--- src/rtl/ex_wb_pkg.sv ---
// Shared types and helpers for the execute-stage writeback arbiter.
// Optional feature macro used by the top level: EX_WB_ARB_PERF_EN.
package ex_wb_pkg;

  // Widths of one writeback entry; the top-level DATA_W/TID_W must match these.
  localparam int WB_DATA_W = 64;
  localparam int WB_TID_W  = 3;

  // Default arbiter geometry.
  localparam int DEF_NR_CH = 4;
  localparam int DEF_DEPTH = 2;

  // Largest channel count the round-robin helper can scan.
  localparam int MAX_CH = 32;
  localparam int IDX_W  = $clog2(MAX_CH);

  typedef struct packed {
    logic [WB_DATA_W-1:0] result;
    logic [WB_TID_W-1:0]  trans_id;
    logic                 ex_valid;
  } wb_entry_t;

  // First set bit of mask at or above ptr, wrapping at nr_ch; 0 when mask is empty.
  // Scanning downward lets the closest candidate (smallest offset) win.
  function automatic logic [IDX_W-1:0] rr_pick(input logic [MAX_CH-1:0] mask,
                                               input logic [IDX_W-1:0]  ptr,
                                               input logic [IDX_W:0]    nr_ch);
    logic [IDX_W:0]   idx;
    logic [IDX_W-1:0] pick;
    pick = '0;
    for (int i = MAX_CH - 1; i >= 0; i--) begin
      idx = {1'b0, ptr} + (IDX_W + 1)'(i);
      if (idx >= nr_ch) idx = idx - nr_ch;
      if (((IDX_W + 1)'(i) < nr_ch) && mask[idx[IDX_W-1:0]]) pick = idx[IDX_W-1:0];
    end
    return pick;
  endfunction

endpackage

--- src/rtl/ex_wb_fifo.sv ---
// Single-channel writeback FIFO. No fall-through: a full FIFO refuses a push
// even when it is popped in the same cycle. Flush empties it on the next edge.
module ex_wb_fifo
  import ex_wb_pkg::*;
#(
  parameter int DEPTH = DEF_DEPTH
) (
  input  logic      clk,
  input  logic      rst,
  input  logic      flush,
  input  logic      push,
  input  logic      pop,
  input  wb_entry_t wr_data,
  output wb_entry_t rd_data,
  output logic      full,
  output logic      empty
);

  localparam int PTR_W = (DEPTH > 1) ? $clog2(DEPTH) : 1;
  localparam int CNT_W = $clog2(DEPTH + 1);

  wb_entry_t        mem [DEPTH];
  logic [PTR_W-1:0] wr_ptr;
  logic [PTR_W-1:0] rd_ptr;
  logic [CNT_W-1:0] count;
  logic             do_push;
  logic             do_pop;

  // Pointers wrap explicitly so any DEPTH works, not only powers of two.
  function automatic logic [PTR_W-1:0] ptr_inc(input logic [PTR_W-1:0] p);
    return (p == PTR_W'(DEPTH - 1)) ? '0 : p + 1'b1;
  endfunction

  assign full    = (count == CNT_W'(DEPTH));
  assign empty   = (count == '0);
  assign do_push = push && !full && !flush;
  assign do_pop  = pop && !empty;
  assign rd_data = mem[rd_ptr];

  // Pointer and occupancy bookkeeping.
  always_ff @(posedge clk) begin
    if (rst || flush) begin
      wr_ptr <= '0;
      rd_ptr <= '0;
      count  <= '0;
    end else begin
      if (do_push) wr_ptr <= ptr_inc(wr_ptr);
      if (do_pop)  rd_ptr <= ptr_inc(rd_ptr);
      case ({do_push, do_pop})
        2'b10:   count <= count + 1'b1;
        2'b01:   count <= count - 1'b1;
        default: count <= count;
      endcase
    end
  end

  // Entry storage; contents are don't-care while the slot is unoccupied.
  always_ff @(posedge clk) begin
    if (do_push) mem[wr_ptr] <= wr_data;
  end

endmodule

--- src/rtl/ex_wb_arbiter.sv ---
// Execute-stage writeback arbiter: NR_CH per-unit FIFOs merged round-robin
// into a single scoreboard write port. The grant is locked while the port is
// stalled so the presented entry never changes before its handshake.
// Optional EX_WB_ARB_PERF_EN adds a saturating port-conflict counter.
module ex_wb_arbiter
  import ex_wb_pkg::*;
#(
  parameter int NR_CH  = DEF_NR_CH,
  parameter int DEPTH  = DEF_DEPTH,
  parameter int DATA_W = WB_DATA_W,
  parameter int TID_W  = WB_TID_W,
  localparam int SRC_W = $clog2(NR_CH)
) (
  input  logic                    clk_i,
  input  logic                    rst_i,
  input  logic                    flush_i,
  input  logic [NR_CH-1:0]        ch_valid_i,
  output logic [NR_CH-1:0]        ch_ready_o,
  input  logic [NR_CH*DATA_W-1:0] ch_result_i,
  input  logic [NR_CH*TID_W-1:0]  ch_trans_id_i,
  input  logic [NR_CH-1:0]        ch_ex_valid_i,
`ifdef EX_WB_ARB_PERF_EN
  output logic [31:0]             conflict_cnt_o,
`endif
  output logic                    wb_valid_o,
  input  logic                    wb_ready_i,
  output logic [DATA_W-1:0]       wb_result_o,
  output logic [TID_W-1:0]        wb_trans_id_o,
  output logic                    wb_ex_valid_o,
  output logic [SRC_W-1:0]        wb_src_o
);

  wb_entry_t        heads [NR_CH];
  logic [NR_CH-1:0] full;
  logic [NR_CH-1:0] nonempty;
  logic [NR_CH-1:0] pop;
  logic [SRC_W-1:0] rr_ptr;
  logic [SRC_W-1:0] pick;
  logic [SRC_W-1:0] grant;
  logic             lock_q;
  logic [SRC_W-1:0] lock_idx_q;
  logic             handshake;
  wb_entry_t        head_sel;

  for (genvar k = 0; k < NR_CH; k++) begin : g_ch
    wb_entry_t in_entry;
    logic      empty;

    assign in_entry.result   = ch_result_i[k*DATA_W +: DATA_W];
    assign in_entry.trans_id = ch_trans_id_i[k*TID_W +: TID_W];
    assign in_entry.ex_valid = ch_ex_valid_i[k];
    // Ready comes from registered occupancy only, never from wb_ready_i.
    assign ch_ready_o[k]     = !full[k] && !flush_i;
    assign nonempty[k]       = !empty;
    assign pop[k]            = handshake && (grant == SRC_W'(k));

    ex_wb_fifo #(.DEPTH(DEPTH)) u_fifo (
      .clk     (clk_i),
      .rst     (rst_i),
      .flush   (flush_i),
      .push    (ch_valid_i[k]),
      .pop     (pop[k]),
      .wr_data (in_entry),
      .rd_data (heads[k]),
      .full    (full[k]),
      .empty   (empty)
    );
  end

  assign pick      = SRC_W'(rr_pick(MAX_CH'(nonempty), IDX_W'(rr_ptr), (IDX_W + 1)'(NR_CH)));
  assign grant     = lock_q ? lock_idx_q : pick;
  assign wb_valid_o = |nonempty;
  assign handshake = wb_valid_o && wb_ready_i;
  assign head_sel  = heads[grant];

  // Output mux; everything reads as zero while nothing is pending.
  always_comb begin
    wb_result_o   = '0;
    wb_trans_id_o = '0;
    wb_ex_valid_o = 1'b0;
    wb_src_o      = '0;
    if (wb_valid_o) begin
      wb_result_o   = head_sel.result;
      wb_trans_id_o = head_sel.trans_id;
      wb_ex_valid_o = head_sel.ex_valid;
      wb_src_o      = grant;
    end
  end

  // Round-robin pointer: moves just past the winner on each accepted entry.
  always_ff @(posedge clk_i) begin
    if (rst_i || flush_i) begin
      rr_ptr <= '0;
    end else if (handshake) begin
      rr_ptr <= (grant == SRC_W'(NR_CH - 1)) ? '0 : grant + 1'b1;
    end
  end

  // Grant lock: remember the presented channel while the port is stalled.
  always_ff @(posedge clk_i) begin
    if (rst_i || flush_i) begin
      lock_q     <= 1'b0;
      lock_idx_q <= '0;
    end else if (wb_valid_o && !wb_ready_i) begin
      lock_q     <= 1'b1;
      lock_idx_q <= grant;
    end else begin
      lock_q     <= 1'b0;
    end
  end

`ifdef EX_WB_ARB_PERF_EN
  logic [SRC_W:0] nr_busy;
  logic           conflict;

  // Number of channels currently holding at least one entry.
  always_comb begin
    nr_busy = '0;
    for (int k = 0; k < NR_CH; k++) nr_busy = nr_busy + (SRC_W + 1)'(nonempty[k]);
  end

  assign conflict = wb_valid_o && (!wb_ready_i || (nr_busy >= (SRC_W + 1)'(2)));

  // Saturating conflict counter; survives flushes, cleared only by reset.
  always_ff @(posedge clk_i) begin
    if (rst_i) begin
      conflict_cnt_o <= '0;
    end else if (conflict && (conflict_cnt_o != 32'hFFFF_FFFF)) begin
      conflict_cnt_o <= conflict_cnt_o + 32'd1;
    end
  end
`endif

endmodule

--- config.mk ---
export PLATFORM = sky130hd
export DESIGN_NAME = ex_wb_arbiter
export DESIGN_NICKNAME = d
export VERILOG_FILES = /design/src/rtl/ex_wb_pkg.sv /design/src/rtl/ex_wb_fifo.sv /design/src/rtl/ex_wb_arbiter.sv
export SDC_FILE = /design/constraint.sdc
export NUM_CORES = 1
export LEC_CHECK = 0
export ABC_AREA = 1
export BUFFER_PORTS_ARGS = -buffer_cell sky130_fd_sc_hd__buf_2
export CORE_ASPECT_RATIO = 1.4
export CORE_MARGIN = 5
export CORE_UTILIZATION = 45
export DETAILED_ROUTE_END_ITERATION = 12
export PLACE_DENSITY = 0.69
export REMOVE_ABC_BUFFERS = 1
export SLEW_MARGIN = 25
export SYNTH_ARGS = -nofsm -noshare
export SYNTH_HDL_FRONTEND = slang
export SYNTH_HIERARCHICAL = 1
export SYNTH_SLANG_ARGS = --single-unit
--- constraint.sdc ---
create_clock -name clk_i -period 6.4 [get_ports clk_i]
set_input_delay 0.32 -clock clk_i [delete_from_list [all_inputs] [get_ports clk_i]]
set_output_delay 0.32 -clock clk_i [all_outputs]
set_load 0.01 [all_outputs]
# Word level (Yosys, flattened, before mapping)
# Memories as Yosys holds them, arrays and structs flattened. A register that Yosys moved wholly into a read port is not among the register bits.
# Cells that the tools add are included.
# classes
n_addsub	24
n_mul	0
n_div	0
magnitude_cmp	9
eq_ne	15
n_shift	0
mux	54
bitwise	1
reduce_logical	43
# ops
operator	count
$bmux 68 s2	1
$mux 68	2
$mux 64	1
$mux 1	30
$lt 5x6->1 const B	4
$logic_and 1x1->1	22
$bmux 1 s5	4
$eq 2x2->1 const B	10
$mux 5	4
$pmux 2 s2	4
$mux 2	7
$ge 3x3->1 const B	4
$sub 3x3->4 const B	3
$add 2x1->2 const B	5
$eq 2x1->1 const B	5
$logic_not 1->1	10
$logic_not 2->1	5
$add 1x1->1 const B	8
$reduce_bool 2->1	4
$sub 2x1->2 const B	4
$add 2x2->3 const B	2
$reduce_or 4->1	1
$sub 2x3->4 const B	1
$add 2x1->3 const B	1
other kinds (4)	4
# word_totals
regBits	21
latch_bits	0
mem_bits_rw	544
mem_bits_ro	0
inputBits	280
output_inout_bits	75
wordCells	165
n_memories	4
# memory_table
name	depth	width	rd	rd_clocked_by_memory_dff	wr	line	text
g_ch[0].u_fifo.mem	2	68	1	1	1	ex_wb_fifo.sv:22	wb_entry_t mem [DEPTH];
g_ch[1].u_fifo.mem	2	68	1	1	1	ex_wb_fifo.sv:22	
g_ch[2].u_fifo.mem	2	68	1	1	1	ex_wb_fifo.sv:22	
g_ch[3].u_fifo.mem	2	68	1	1	1	ex_wb_fifo.sv:22	

# Depth between registers and ports, before layout
# Gate-level depths: netlist (run 1).
# logic_depth
depth_word	15
mapped_depth	25
ltp_nobuf	24

# Modules after synthesis
# Netlist (run 1), hierarchy kept.
# by_module_without_submodules
module	instances	cells_each	area_each_um2	seq_area_each_um2
ex_wb_fifo	4	250	5238.8	4184.0
ex_wb_arbiter	1	853	3863.7	100.1

# Worst setup path after synthesis (run 1)
# Ideal clock, no wire load.
# synth_timing
path_kind	register to register
startpoint	register g_ch[0].u_fifo.count[0]
endpoint	memory g_ch[0].u_fifo/mem[1][0] (netlist name) (enable)
setup_ps	496
t_arrival_ps	3496
required_time_ps	5904
setup_slack_ps	2408
path_stages_with_launch	5
path_buffers	0
synth_period_minus_slack_ps	3992
path_cell_list	dfxtp_1 -> inv_1 -> nand2_1 -> nand3_1 -> nor2_1
# synth_via
elab_chain_len	6
# synth_lines
element	line	text
start: declaration	ex_wb_fifo.sv:25	logic [CNT_W-1:0] count;
start signal: assignment	ex_wb_fifo.sv:50	2'b10: count <= count + 1'b1;
start signal: assignment	ex_wb_fifo.sv:51	2'b01: count <= count - 1'b1;
start signal: assignment	ex_wb_fifo.sv:52	default: count <= count;
$eq 2x2->1	ex_wb_fifo.sv:34	assign full = (count == CNT_W'(DEPTH));
$logic_not 1->1	ex_wb_fifo.sv:36	assign do_push = push && !full && !flush;
$logic_and 1x1->1 (2 in a row)	ex_wb_fifo.sv:36	
$mux 1	ex_wb_fifo.sv:59	if (do_push) mem[wr_ptr] <= wr_data;
$mux 1 (not written as such)	ex_wb_fifo.sv:59	
end: declaration	ex_wb_fifo.sv:22	
# Every way passes these cells.

# Final worst setup path (run 1)
# layout_timing
startpoint	register rr_ptr[0]
endpoint	output wb_result_o[32]
# layout_via
elab_chain_len	15
word_cells_on_any_way	33
cone_classes	7 x add/sub; 4 x order compare; 21 x mux; 1 x bitwise
# layout_lines
element	line	text
start: declaration	ex_wb_arbiter.sv:37	logic [SRC_W-1:0] rr_ptr;
start signal: assignment	ex_wb_arbiter.sv:95	rr_ptr <= (grant == SRC_W'(NR_CH - 1)) ? '0 : grant + 1'b1;
$add 2x2->3	ex_wb_pkg.sv:32	idx = {1'b0, ptr} + (IDX_W + 1)'(i);
$sub 3x3->4 / $ge 3x3->1 (equally long branches)	ex_wb_pkg.sv:33	if (idx >= nr_ch) idx = idx - nr_ch;
$mux 5	ex_wb_pkg.sv:33	
$bmux 1 s5	ex_wb_pkg.sv:34	if (((IDX_W + 1)'(i) < nr_ch) && mask[idx[IDX_W-1:0]]) pick = idx[IDX_W-1:0];
$mux 1 (not written as such)	ex_wb_pkg.sv:34	
$mux 2 (3 in a row)	ex_wb_pkg.sv:34	
$mux 2 (*)	ex_wb_pkg.sv:34	
$mux 2 (*)	ex_wb_arbiter.sv:71	assign grant = lock_q ? lock_idx_q : pick;
$not 2->3 (not written as such) (*)	ex_wb_arbiter.sv:74	assign head_sel = heads[grant];
$bmux 68 s2 (*)	ex_wb_arbiter.sv:74	
$mux 68 (not written as such) (*) (2 in a row)	ex_wb_arbiter.sv:74	
$mux 64 (*)	ex_wb_arbiter.sv:82	if (wb_valid_o) begin
end: declaration	ex_wb_arbiter.sv:27	output logic [DATA_W-1:0] wb_result_o,
# Every way passes the cells marked *; elsewhere a longest branch is shown, timed or not. The select of a mux whose other input is x is not followed.

==> results.toml, run 1 <==
[clock_network]
cts.sinks = 569
cts_buffer_depth = 3
path_clk_slew_ns = 0.07
htree_num_levels = 2
post-cts-setup-buffer-count = 0
clk_latency_ns = 0.60
cts_buffers = 54
cts-root-buf = "clkbuf_16"
cts_tree = "built"

[layout]
nFillCells = 4177
fin_util_pct = 58.4
area_delta_synth_final_pct = 28.1
drive_above_1_share_pct = 30.6
num-nets-final = 2752

[global_route]
grt_use_total_pct = 23.1
grt_max_degree = 73
grt_pass1_vias = 18800
grt_pass1_wl_mm = 107
antenna_found_initial = 13
grt.overflow.total = 0

[drt]
finalWirelength_mm = 71.1
drt_first_pass_iters = 5
route.vias.total = 17000
drtAntennaViolNets = 0
first_iter_violations = 1225
wl_per_cell_microns = 21.9
drc = 0
routed_via_density = 5.23

[power]
powerDensity_nw_per_um2 = 270
p_leak_nw = 12.8
vdd.ir_drop.worst_uv = 261

[worst_setup_path]
startpoint_type = "flip-flop"
path_buf_inv = 3
crit_chain = "inv_4, ha_1, inv_1, nand3_1, nand3_1, nand2_1, nand3_1, nand2_1, nand2_4, nand2_8, nand2_1, nand3_1, nand2_1, buf_2"
reg2reg_depth = 21
slowest_stage = "nand2_4"
critPathTopFamily = "simple AND/OR/NAND/NOR gates"
r2r_slack_ns = 1.81
crit_type = "reg -> out"
slowest_delay_ns = 0.74
required_ns = 6.08
critPathCaptureType = "output pin"
critPathMaxFanout = 69
arrival_ns = 4.38
reg2reg_to = "g_ch[3].u_fifo/count[1]"
crit-reg2reg-launch = "rr_ptr[0]"

[synthesis]
synthFlopType = "edfxtp_1"
async_flop_share_pct = 0
yosysTopAreaCellShare_pct = 65.8
syn_area_sq_um = 24800
synth_enable_flop_cells = 544
yosysMostFrequentCell = "edfxtp_1"
ys_warn_count = 6
yosysTopAreaCell = "edfxtp_1"
ys_ff_latch = 569
ys_seq_area_share_pct = 67.8
avgSynthCellArea_sq_um = 13.4
synth_area_leaders = "edfxtp_1 (66%), mux2_2 (8.7%), nand3_1 (5.9%)"
synthTopCellsByCount = "edfxtp_1 (544), nand2_1 (339), nand3_1 (291), mux2_2 (192), inv_1 (181)"
syn_inst = 1853
ys_types = 31

[sta]
relSlewSlack_pct = 32.5
final_max_slew_viol_count = 0
hold_viol_final = 0
rsz0062_at_grt = "no"
fmax_mhz = 213
min_period_over_period_pct = 73.5
setup_tns_ns = 0
tightest_slew_ns = 1.01
finalSetupViolCount = 0
fin_ws_ns = 1.70
finClkSkew_ns = 0.0164
min_period_ns = 4.70

[placement]
gp_congestion = 0.801
post-place-ws_ns = 1.54
io_buffers = 354
dp_hpwl_mm = 43.2

[outcome]
run_status = "complete, no violations"

[run]
drv_cap = 0

[worst_hold_path]
hold_path.class = "in -> reg"
whs_path_depth = 2
min_from = "rst_i"
hold_end = "g_ch[0].u_fifo/count[0]"

[die]
coreArea_sq_um = 54500
dieHeight_microns = 288
die_width_microns = 208
start_util_pct = 45.6
num_rows = 101
die-area_sq_um = 60000
boundaryPins = 355
## layout by cell type, fill, tap and decap left out, drive strengths merged
master and n:
edfxtp 544, buf 380, nand2 344, nand3 292, dlygate4sd3 272, mux2 272
inv 191, nor2 60, clkbuf 57, clkinv 30, dfxtp 25, diode 14
ha 8, bufinv 6, o21ai 6, nor3 5, clkinvlp 4, xor2 4
a21oi 3, a21boi 1, nor4 1, nand4 1, or2 1
## stage by stage
stage | instances | power, mW | hold slack, ns | area, sq um
finish | 3242 | 8.59 | 0.0587 | 31800
global route | 3239 | 8.92 | 0.0524 | 31800
CTS | 3227 | 8.64 | 0.00772 | 31700
detailed placement | 2856 | 5.32 | 0.491 | 27200
global placement | 2851 | 5.28 | 0.468 | 27100
floorplan | 1756 | 4.84 | 0.397 | 24200
## worst max-delay path by stage
stage / end / cells past startpoint / slack, ns / startpoint
floorplan: g_ch[3].u_fifo/count[1] / 21 / 2.15 / rr_ptr[0]
global placement: g_ch[3].u_fifo/count[1] / 21 / 1.77 / rr_ptr[0]
detailed placement: g_ch[3].u_fifo/count[1] / 22 / 1.54 / rr_ptr[0]
CTS: wb_result_o[43] / 15 / 1.40 / rr_ptr[0]
global route: wb_result_o[53] / 15 / 1.33 / rr_ptr[0]
finish: wb_result_o[32] / 14 / 1.70 / rr_ptr[0]
## timing repair
action,CTS,global route
resized for setup,0,0
setup endpoints to repair,0,0
endpoints found under the hold margin,544,0
hold buffers,272,0
## final cells by class
type | instances | area (sq um) | share of cell area (%)
Sequential cell | 569 | 16900 | 53.0
Multi-Input combinational cell | 998 | 6750 | 21.2
Timing Repair Buffer | 652 | 4790 | 15.1
Clock buffer | 57 | 1360 | 4.29
Tap cell | 721 | 902 | 2.84
Inverter | 189 | 713 | 2.24
Clock inverter | 42 | 383 | 1.20
Antenna cell | 14 | 35.0 | 0.110
## logic make-up (layout without fill, tap and decap cells)
kind of cell    after synthesis  after routing  share of synthesized area [%]
compound gates               10             10                          0.272
xor+xnor                      4              4                          0.141
fa+ha+maj                     8              8                          0.403
buf+inv                     286            940                           5.47
flops                       569            569                           67.8
mux                         272            272                           13.6
other cells                   0             14                              0
simple gates                704            704                           12.3
## routing by layer
layer	up-vias	wire, microns	track usage (%)
met2	724	38000	43.7
met4	4	2780	9.69
met5	-	19	0
met1	8287	26200	25.6
li1	7753	-	-
met3	199	4100	3.84
## flip-flops by register name (all words and copies together) (netlist names), named ones only
signal and count:
g_ch.u_fifo/mem 544, rr_ptr 2, lock_idx_q 2, lock_q 1
g_ch.u_fifo/rd_ptr 4, g_ch.u_fifo/count 8, g_ch.u_fifo/wr_ptr 4
## worst register-to-register path: stages, from the launching register on
cell and delay [ns]:
dfxtp_1 0.57, inv_4 0.12, ha_1 0.38, inv_1 0.14
nand3_1 0.13, nand3_1 0.15, nand2_1 0.09, nand3_1 0.08
nand2_1 0.09, nand2_4 0.74, nand2_8 0.64, ha_1 0.45
inv_1 0.05, nor2_1 0.04, inv_1 0.05, nor2_1 0.06
ha_1 0.31, inv_1 0.07, nand3_1 0.10, nand2_1 0.09
nand2_1 0.07, nor2_1 0.11
## report_power, final
group	switching (mW)	internal (mW)
clock	1.41	1.79
combinational	0.730	0.444
sequential	0.0268	4.19
Power figures use the tool's default switching activity.
==> run 2, diff against run 1 <==
==> constraint.sdc (replaced) <==
create_clock -name clk_i -period 4.9 [get_ports clk_i]
set_input_delay 0.245 -clock clk_i [delete_from_list [all_inputs] [get_ports clk_i]]
set_output_delay 0.245 -clock clk_i [all_outputs]
set_load 0.01 [all_outputs]
==> results.toml, run 2 (synthesis gave the netlist of run 1 again) <==
[placement]
dp_hpwl_mm = 43.4
io_buffers = 354
gp_congestion = 0.849

[global_route]
grt_use_total_pct = 23.2
grt_pass1_wl_mm = 107
antenna_found_initial = 14
grt_max_degree = 70
grt_pass1_vias = 18600
grt.overflow.total = 0

[worst_setup_path]
required_ns = 4.66
critPathMaxFanout = 49
critPathTopFamily = "simple AND/OR/NAND/NOR gates"
reg2reg_depth = 20
arrival_ns = 3.97
slowest_delay_ns = 0.66
slowest_stage = "buf_4"
critPathCaptureType = "output pin"
crit-reg2reg-launch = "rr_ptr[0]"
reg2reg_to = "g_ch[0].u_fifo/count[1]"
worst_path_most_repeated_cell = "nand2_1"
crit_type = "reg -> out"
r2r_slack_ns = 1.29
startpoint_type = "flip-flop"
crit_chain = "inv_4, ha_1, inv_1, nand3_1, nand2_1, nand2_1, nand3_1, nand2_1, inv_2, nand2_4, nand2_4, buf_4, nand2_1, nand3_1, nand2_1, buf_2"
path_buf_inv = 5

[sta]
setup_tns_ns = 0
relSlewSlack_pct = 31.5
hold_viol_final = 0
rsz0062_at_grt = "no"
min_period_over_period_pct = 86.0
fmax_mhz = 237
finalSetupViolCount = 0
finClkSkew_ns = 0.0257
min_period_ns = 4.21
tightest_slew_ns = 1.03
final_max_slew_viol_count = 0

[worst_hold_path]
hold_end = "g_ch[2].u_fifo/count[0]"
min_from = "flush_i"
hold_path.class = "in -> reg"
whs_path_depth = 2

[clock_network]
cts.sinks = 569
cts_tree = "built"
clk_latency_ns = 0.61
cts-root-buf = "clkbuf_16"
cts_buffer_depth = 3
cts_buffers = 55
path_clk_slew_ns = 0.06
htree_num_levels = 2

[die]
dieHeight_microns = 288
num_rows = 101
coreArea_sq_um = 54500
die_width_microns = 208
die-area_sq_um = 60000
start_util_pct = 45.6
boundaryPins = 355

[drt]
finalWirelength_mm = 71.3
drtAntennaViolNets = 0
wl_per_cell_microns = 21.9
drc = 0
first_iter_violations = 1160
route.vias.total = 17100
routed_via_density = 5.26
drt_first_pass_iters = 7

[power]
power_mw = 11.1
vdd.ir_drop.worst_uv = 326
p_leak_nw = 12.8
powerDensity_nw_per_um2 = 348

[layout]
layout_commonest_cell = "edfxtp_1"
final_cell_mix = "edfxtp_1 (544), buf_2 (354), nand2_1 (338), nand3_1 (291), dlygate4sd3_1 (274)"
nFillCells = 4190
drive_above_1_share_pct = 30.1
largest_reg_flops = 544
area_delta_synth_final_pct = 28.0
largest_register = "g_ch.u_fifo/mem"
reg.largest.list = "g_ch.u_fifo/mem (544), g_ch.u_fifo/count (8)"
num-nets-final = 2757

[run]
drv_cap = 0

[outcome]
run_status = "complete, no violations"
-- run 2: layout make-up --
cell class | count | area (sq um) | share of cell area [%]
sequential | 569 | 16900 | 53.0
timing repair buffer | 656 | 4880 | 15.4
clock buffer | 75 | 1470 | 4.64
tap | 721 | 902 | 2.84
multi-input combinational | 998 | 6720 | 21.2
antenna | 15 | 37.5 | 0.118
inverter | 189 | 713 | 2.24
clock inverter | 26 | 196 | 0.618
-- run 2: power breakdown --
| group | total (mW) | switching (mW) | internal, mW |
|---|---|---|---|
| sequential | 5.51 | 0.0364 | 5.47 |
| combinational | 1.54 | 0.951 | 0.588 |
| clock | 4.01 | 1.80 | 2.21 |
-- run 2: metrics by stage --
stage	hold WS [ns]	utilization, %	setup slack, ns	cell area [sq um]	cells
floorplan	0.322	-	0.653	24200	1756
global placement	0.432	50.0	1.54	27200	2854
detailed placement	0.436	50.1	1.40	27300	2858
CTS	0.0663	58.2	0.762	31700	3233
global route	0.0968	58.3	0.344	31800	3247
finish	0.0916	58.3	0.688	31800	3249
-- run 2: repair_timing --
action | in CTS | in global routing
endpoints found under the hold margin | 551 | 0
setup endpoints to repair | 0 | 0
hold buffers | 274 | 0
resized for setup | 0 | 0
buffers inserted | 0 | 0
-- run 2: metal layers --
metal	vias up	wire length (microns)	track usage [%]
met1	8373	26200	26.2
met3	159	4460	4.17
met4	0	2290	9.08
met5	-	0	0
li1	7752	-	-
met2	802	38300	43.2
-- run 2: how the worst max path moves through the flow --
stage / from / end / slack [ns] / depth (start not counted)
2_1_floorplan: rr_ptr[0] / g_ch[3].u_fifo/count[1] / 0.65 / 21
3_3_place_gp: rr_ptr[0] / wb_result_o[27] / 1.54 / 15
3_5_place_dp: rr_ptr[0] / g_ch[1].u_fifo/count[1] / 1.40 / 18
4_1_cts: rr_ptr[0] / wb_result_o[27] / 0.76 / 15
5_1_grt: rr_ptr[0] / wb_result_o[58] / 0.34 / 16
6_report: rr_ptr[0] / wb_result_o[58] / 0.69 / 16
-- run 2: worst reg2reg max path: cells and delay by family (launching register included) --
family                     cells  cell delay [ns]
DFF                            1             0.57
buffers and inverters          4             0.31
and+or+nand+nor               14             2.00
adders and majority gates      2             0.68
